[config.mk]
export PLATFORM = sky130hd
export DESIGN_NAME = ifetch_ctrl
export DESIGN_NICKNAME = d
export VERILOG_FILES = /design/src/rtl/ifetch_ctrl.sv
export SDC_FILE = /design/constraint.sdc
export NUM_CORES = 1
export LEC_CHECK = 0
export BUFFER_PORTS_ARGS = -buffer_cell sky130_fd_sc_hd__buf_2
export CAP_MARGIN = 20
export CORE_ASPECT_RATIO = 2
export CORE_MARGIN = 4
export CORE_UTILIZATION = 39
export DETAILED_ROUTE_END_ITERATION = 16
export PLACE_DENSITY = 0.6
export SLEW_MARGIN = 30
export SYNTH_ARGS = -nofsm -noshare
export SYNTH_HDL_FRONTEND = slang
export SYNTH_SLANG_ARGS = --single-unit
export TNS_END_PERCENT = 30
[constraint.sdc]
create_clock -name clk -period 4.55 [get_ports clk]
set_input_delay 0.91 -clock clk [delete_from_list [all_inputs] [get_ports clk]]
set_output_delay 0.91 -clock clk [all_outputs]
set_load 0.005 [all_outputs]
[src/rtl/ifetch_ctrl.sv]
// Instruction-fetch front end: owns the fetch PC, runs the single-outstanding
// instruction bus handshake, and buffers up to two {pc, inst} entries for decode.
module ifetch_ctrl #(
  parameter logic [63:0] RESET_PC = 64'h8000_0000
) (
  input  logic        clk,
  input  logic        resetn,
  input  logic        adv_i,
  input  logic        redirect_i,
  input  logic [63:0] redirect_pc_i,
  output logic        ireq_valid_o,
  output logic [63:0] ireq_addr_o,
  input  logic        iresp_addr_ok_i,
  input  logic        iresp_data_ok_i,
  input  logic [31:0] iresp_data_i,
  output logic        inst_valid_o,
  output logic [31:0] inst_o,
  output logic [63:0] inst_pc_o
);

  typedef enum logic [2:0] {
    S_IDLE,
    S_REQ,
    S_WAIT,
    S_DROP_REQ,
    S_DROP_WAIT
  } state_t;

  typedef struct packed {
    logic [63:0] pc;
    logic [31:0] inst;
  } entry_t;

  state_t      state_q, state_d;
  logic [63:0] pc_q, pc_d;
  logic [63:0] req_addr_q, req_addr_d;
  entry_t      fifo_q [2];
  logic [1:0]  count_q;

  logic        pop;
  logic        resp_ok;
  logic        push;
  logic [1:0]  count_next;
  logic        space;
  logic        issue;
  logic        wr_slot0;
  logic [63:0] redirect_target;
  logic        unused_pc_bits;

  assign redirect_target = {redirect_pc_i[63:2], 2'b00};
  assign unused_pc_bits  = &redirect_pc_i[1:0];

  // A response is only real once the address phase has been accepted.
  assign resp_ok = ((state_q == S_REQ) && iresp_addr_ok_i && iresp_data_ok_i) ||
                   ((state_q == S_WAIT) && iresp_data_ok_i);
  assign push       = resp_ok && !redirect_i;
  assign pop        = adv_i && (count_q != 2'd0);
  assign count_next = count_q + {1'b0, push} - {1'b0, pop};
  assign space      = (count_next <= 2'd1);
  assign wr_slot0   = (count_q == 2'd0) || ((count_q == 2'd1) && pop);

  // NOTE: every variable assigned in this block gets a default first, so no
  // path through the case statements can infer a latch.
  always_comb begin
    state_d    = state_q;
    pc_d       = pc_q;
    req_addr_d = req_addr_q;
    issue      = 1'b0;

    if (redirect_i) begin
      pc_d = redirect_target;
      unique case (state_q)
        S_IDLE: state_d = S_IDLE;
        S_REQ: begin
          if (iresp_addr_ok_i && iresp_data_ok_i) state_d = S_IDLE;
          else if (iresp_addr_ok_i)               state_d = S_DROP_WAIT;
          else                                    state_d = S_DROP_REQ;
        end
        S_WAIT:  state_d = iresp_data_ok_i ? S_IDLE : S_DROP_WAIT;
        default: state_d = state_q;
      endcase
    end else begin
      unique case (state_q)
        S_IDLE: issue = space;
        S_REQ: begin
          if (iresp_addr_ok_i && iresp_data_ok_i) begin
            if (space) issue   = 1'b1;
            else       state_d = S_IDLE;
          end else if (iresp_addr_ok_i) begin
            state_d = S_WAIT;
          end
        end
        S_WAIT: begin
          if (iresp_data_ok_i) begin
            if (space) issue   = 1'b1;
            else       state_d = S_IDLE;
          end
        end
        S_DROP_REQ: begin
          if (iresp_addr_ok_i && iresp_data_ok_i) state_d = S_IDLE;
          else if (iresp_addr_ok_i)               state_d = S_DROP_WAIT;
        end
        S_DROP_WAIT: begin
          if (iresp_data_ok_i) state_d = S_IDLE;
        end
        default: state_d = S_IDLE;
      endcase
    end

    if (issue) begin
      state_d    = S_REQ;
      req_addr_d = pc_q;
      pc_d       = pc_q + 64'd4;
    end
  end

  // NOTE: sequential state uses non-blocking assignments so every register
  // samples the pre-edge values regardless of block ordering.
  always_ff @(posedge clk or negedge resetn) begin
    if (!resetn) begin
      state_q    <= S_IDLE;
      pc_q       <= RESET_PC;
      req_addr_q <= RESET_PC;
    end else begin
      state_q    <= state_d;
      pc_q       <= pc_d;
      req_addr_q <= req_addr_d;
    end
  end

  // NOTE: the two FIFO entries are reset because the head is visible on the
  // outputs; a deep storage array would normally be left unreset.
  always_ff @(posedge clk or negedge resetn) begin
    if (!resetn) begin
      count_q   <= 2'd0;
      fifo_q[0] <= '0;
      fifo_q[1] <= '0;
    end else if (redirect_i) begin
      count_q <= 2'd0;
    end else begin
      count_q <= count_next;
      if (pop) fifo_q[0] <= fifo_q[1];
      if (push) begin
        if (wr_slot0) fifo_q[0] <= '{pc: req_addr_q, inst: iresp_data_i};
        else          fifo_q[1] <= '{pc: req_addr_q, inst: iresp_data_i};
      end
    end
  end

  assign ireq_valid_o = (state_q == S_REQ) || (state_q == S_DROP_REQ);
  assign ireq_addr_o  = req_addr_q;
  assign inst_valid_o = (count_q != 2'd0);
  assign inst_o       = inst_valid_o ? fifo_q[0].inst : 32'd0;
  assign inst_pc_o    = inst_valid_o ? fifo_q[0].pc   : 64'd0;

endmodule

==> reports/qor.json <==
{
  "run_status": "finished clean",
  "synth_largest_type_area_fraction": 0.5316,
  "antenna_found_initial": 6,
  "detail_route.vias_per_cell": 5.324,
  "post_synth.cell_area_avg_um2": 11.01,
  "syn2layout_area_growth_pct": 19.17,
  "post_route_cells_drive_above_1_share": 0.3138,
  "critical-path-top-delay-family": "simple AND/OR/NAND/NOR gates",
  "cts-buffers-inserted": 30,
  "core.rowCount": 101,
  "unrepaired_setup_endpoints_after_global_routing": "false",
  "ordered_list_of_cells_on_the_worst_path": "nor2b_1, o2111ai_1, ha_1, inv_1, ha_1, xnor3_1, o311a_1, buf_4, nand3_1, or4_1, a31oi_1",
  "post_synth_main_area_contributors": "dfrtp_1, mux2_2, mux2i_1, o21ai_0, and2_1",
  "chipWidth_um": 146.3,
  "final_report_max_slew_violation_count": 0,
  "cts_resized": 0,
  "grt_start_max_net_pins": 133,
  "worst-r2r-cell-count": 11,
  "power-per-cell-area_nw_per_um2": 604.4,
  "grt_overflow": 0,
  "drcViolationCount": 0,
  "path_common_cell": "ha_1",
  "cts_setup_buffers": 0,
  "dpl.hpwl_um": 27860,
  "route.final.wire_length_um": 40120,
  "synth_commonest_cells": "dfrtp_1, mux2_2, nand2_1, o21ai_0, and2_1",
  "fmax_mhz": 263.5,
  "synth_ff_type": "dfrtp_1",
  "post-place-cells": 2010,
  "max-vdd-ir-drop_mv": 0.3551,
  "critical_path.max_stage_delay_ns": 0.63,
  "synthesis.area_um2": 14920,
  "clkTransAtPathRegs_ns": 0.07,
  "clock_latency_of_the_later_clocked_register_in_the_worst_skew_pair_ns": 0.58,
  "avgRoutedWirePerCell_um": 19.40,
  "place.port_buffers": 259,
  "place_congestion": 0.8200,
  "r2r_end": "pc_q[48]$_DFFE_PN0P_",
  "clock_tree.htree_level_count": 1,
  "timing.reg2reg.setup_slack_ns": 0.75,
  "crit_fanout": 15,
  "synthCells": 1355,
  "p_leak_uw": 0.007896,
  "first_global_vias": 11290,
  "cts_sinks": 319,
  "layout_worst_path_cycle_share": 0.8342,
  "critical_path_class": "reg -> reg",
  "tightestPinTransition_ns": 0.8743,
  "num_vias": 11010,
  "post-synth-top-count-cell": "dfrtp_1",
  "tritoncts_clock_tree": "yes",
  "worst_ep_arrival_time_ns": 4.28,
  "initial_utilization": 0.3936,
  "period_needed_ns": 3.796,
  "timing_hold_violations_final": 0,
  "max_cap_violations": 0,
  "finalNonFillerCells": 2068,
  "wire_length_of_the_first_global_routing_pass_um": 64570,
  "ctsHoldBuffers": 0,
  "synthesis.yosys.warnings": 0,
  "setup_total_negative_slack_ns": 0,
  "timing.critical_path.required_ns": 5.04,
  "clock_tree.buffer_depth": 3,
  "grt_use_total": 0.1912,
  "cts_root_buf": "clkbuf_16",
  "drt_pre_antenna_iters": 4,
  "finalSetupViolations": 0,
  "fin_worst_skew_ns": 0.01453,
  "finalNetCount": 1685,
  "detailedRoute.firstIterationViolations": 453,
  "hold_class": "in -> async",
  "io-pin-count": 264,
  "total_die_area_um2": 41650,
  "timing.max_slew.rel_slack": 0.4118,
  "ys_ff_latch": 319,
  "path_buf_inv": 2,
  "synth_area_leader_cell": "dfrtp_1",
  "critPathCaptureType": "flip-flop",
  "crit_path_top_delay_cell": "or4_1",
  "timing.critical_path.from": "state_q[1]$_DFFE_PN0P_",
  "share_of_synthesized_flip_flops_with_an_asynchronous_set_or_reset": 1.000,
  "timing.rr.start": "state_q[1]$_DFFE_PN0P_",
  "critical_path.startpoint_type": "flip-flop",
  "number_of_routed_nets_with_antenna_violations": 0,
  "core-area_um2": 37910,
  "dieHeight_um": 284.6,
  "ys_seq_area_frac": 0.5351,
  "synth.lib_cells_used.distinct": 53,
  "fillers": 3582,
  "synth_edf_count": 0
}
==> metal layers <==
layer / global-route usage / wire [um] / part of all wire / vias up
met5: 0 / 63 / 0.0016 / -
met4: 0.06312 / 1279 / 0.032 / 10
met3: 0.03222 / 1851 / 0.046 / 73
met2: 0.3512 / 21520 / 0.54 / 242
met1: 0.2248 / 15410 / 0.38 / 5428
li1: - / - / - / 5258
==> worst register-to-register path, delay by kind of cell (launching register included) <==
family,cells,cell delay [ns]
flops,1,0.51
fa+ha+maj,2,0.53
buf+inv,2,0.24
xor+xnor,1,0.37
simple gates,3,1.33
compound gates,3,0.72
==> stage by stage <==
step	total power, uW	hold slack, ns	worst slack (ns)	instance area, um2	utilization
2_1_floorplan	6654	0.4791	0.9450	14930	-
3_3_place_gp	8093	0.4856	0.3375	16690	0.4404
3_5_place_dp	8235	0.4929	0.2956	16700	0.4404
4_1_cts	10960	0.4471	0.7196	17740	0.4681
5_1_grt	11480	0.2577	0.4228	17780	0.4689
6_report	10750	0.2523	0.7544	17780	0.4691
==> flip-flops by register name, indices dropped and copies added, names as in the netlist <==
name	cells
count_q	2
fifo_q	190
ireq_addr_o	62
pc_q	62
state_q	3
==> logic make-up after synthesis <==
kind of cell	synth area share
flops	0.5351
buf+inv	0.02901
other cells	0.0002513
fa+ha+maj	0.003186
simple gates	0.1559
mux	0.1821
xor+xnor	0.01266
compound gates	0.08175
==> area by class of cell <==
| type | instances | area [um2] | area share |
|---|---|---|---|
| flip-flops and latches | 319 | 7985 | 0.4490 |
| multi-input cells | 935 | 6550 | 0.3683 |
| repair buffers | 284 | 1577 | 0.08865 |
| clock buffers | 42 | 855.8 | 0.04812 |
| well taps | 463 | 579.3 | 0.03258 |
| clock inverters | 13 | 191.4 | 0.01076 |
| inverters | 10 | 40.04 | 0.002251 |
| diodes | 2 | 5.005 | 0.0002814 |
==> power breakdown <==
part	internal, uW	total, uW	switching, uW	leakage (uW)
Sequential	3870	4660	798	0.00398
Clock	1540	2670	1120	0.000509
Combinational	1720	3420	1700	0.00340
Total	7130	10700	3620	0.00790
==> cell usage in the layout (no fill, tap or decap), types with 22 or more instances in the layout <==
cell,count
or4_1,28
mux2_2,156
and2_1,97
nor2_1,50
nand3_1,30
dfrtp_1,317
or3_1,22
nand4_1,22
nand2_1,140
o21ai_0,137
buf_2,258
o31ai_1,23
mux2i_1,96
a31oi_1,38
clkbuf_16,30
==> how the worst max path moves through the flow <==
stage	to	slack (ns)	cells past startpoint
floorplan	pc_q[56]$_DFFE_PN0P_	0.95	12
global placement	pc_q[44]$_DFFE_PN0P_	0.34	12
detailed placement	pc_q[46]$_DFFE_PN0P_	0.30	12
CTS	pc_q[48]$_DFFE_PN0P_	0.72	11
global route	pc_q[44]$_DFFE_PN0P_	0.42	11
finish	pc_q[48]$_DFFE_PN0P_	0.75	11
(Power assumes the default switching activity.)
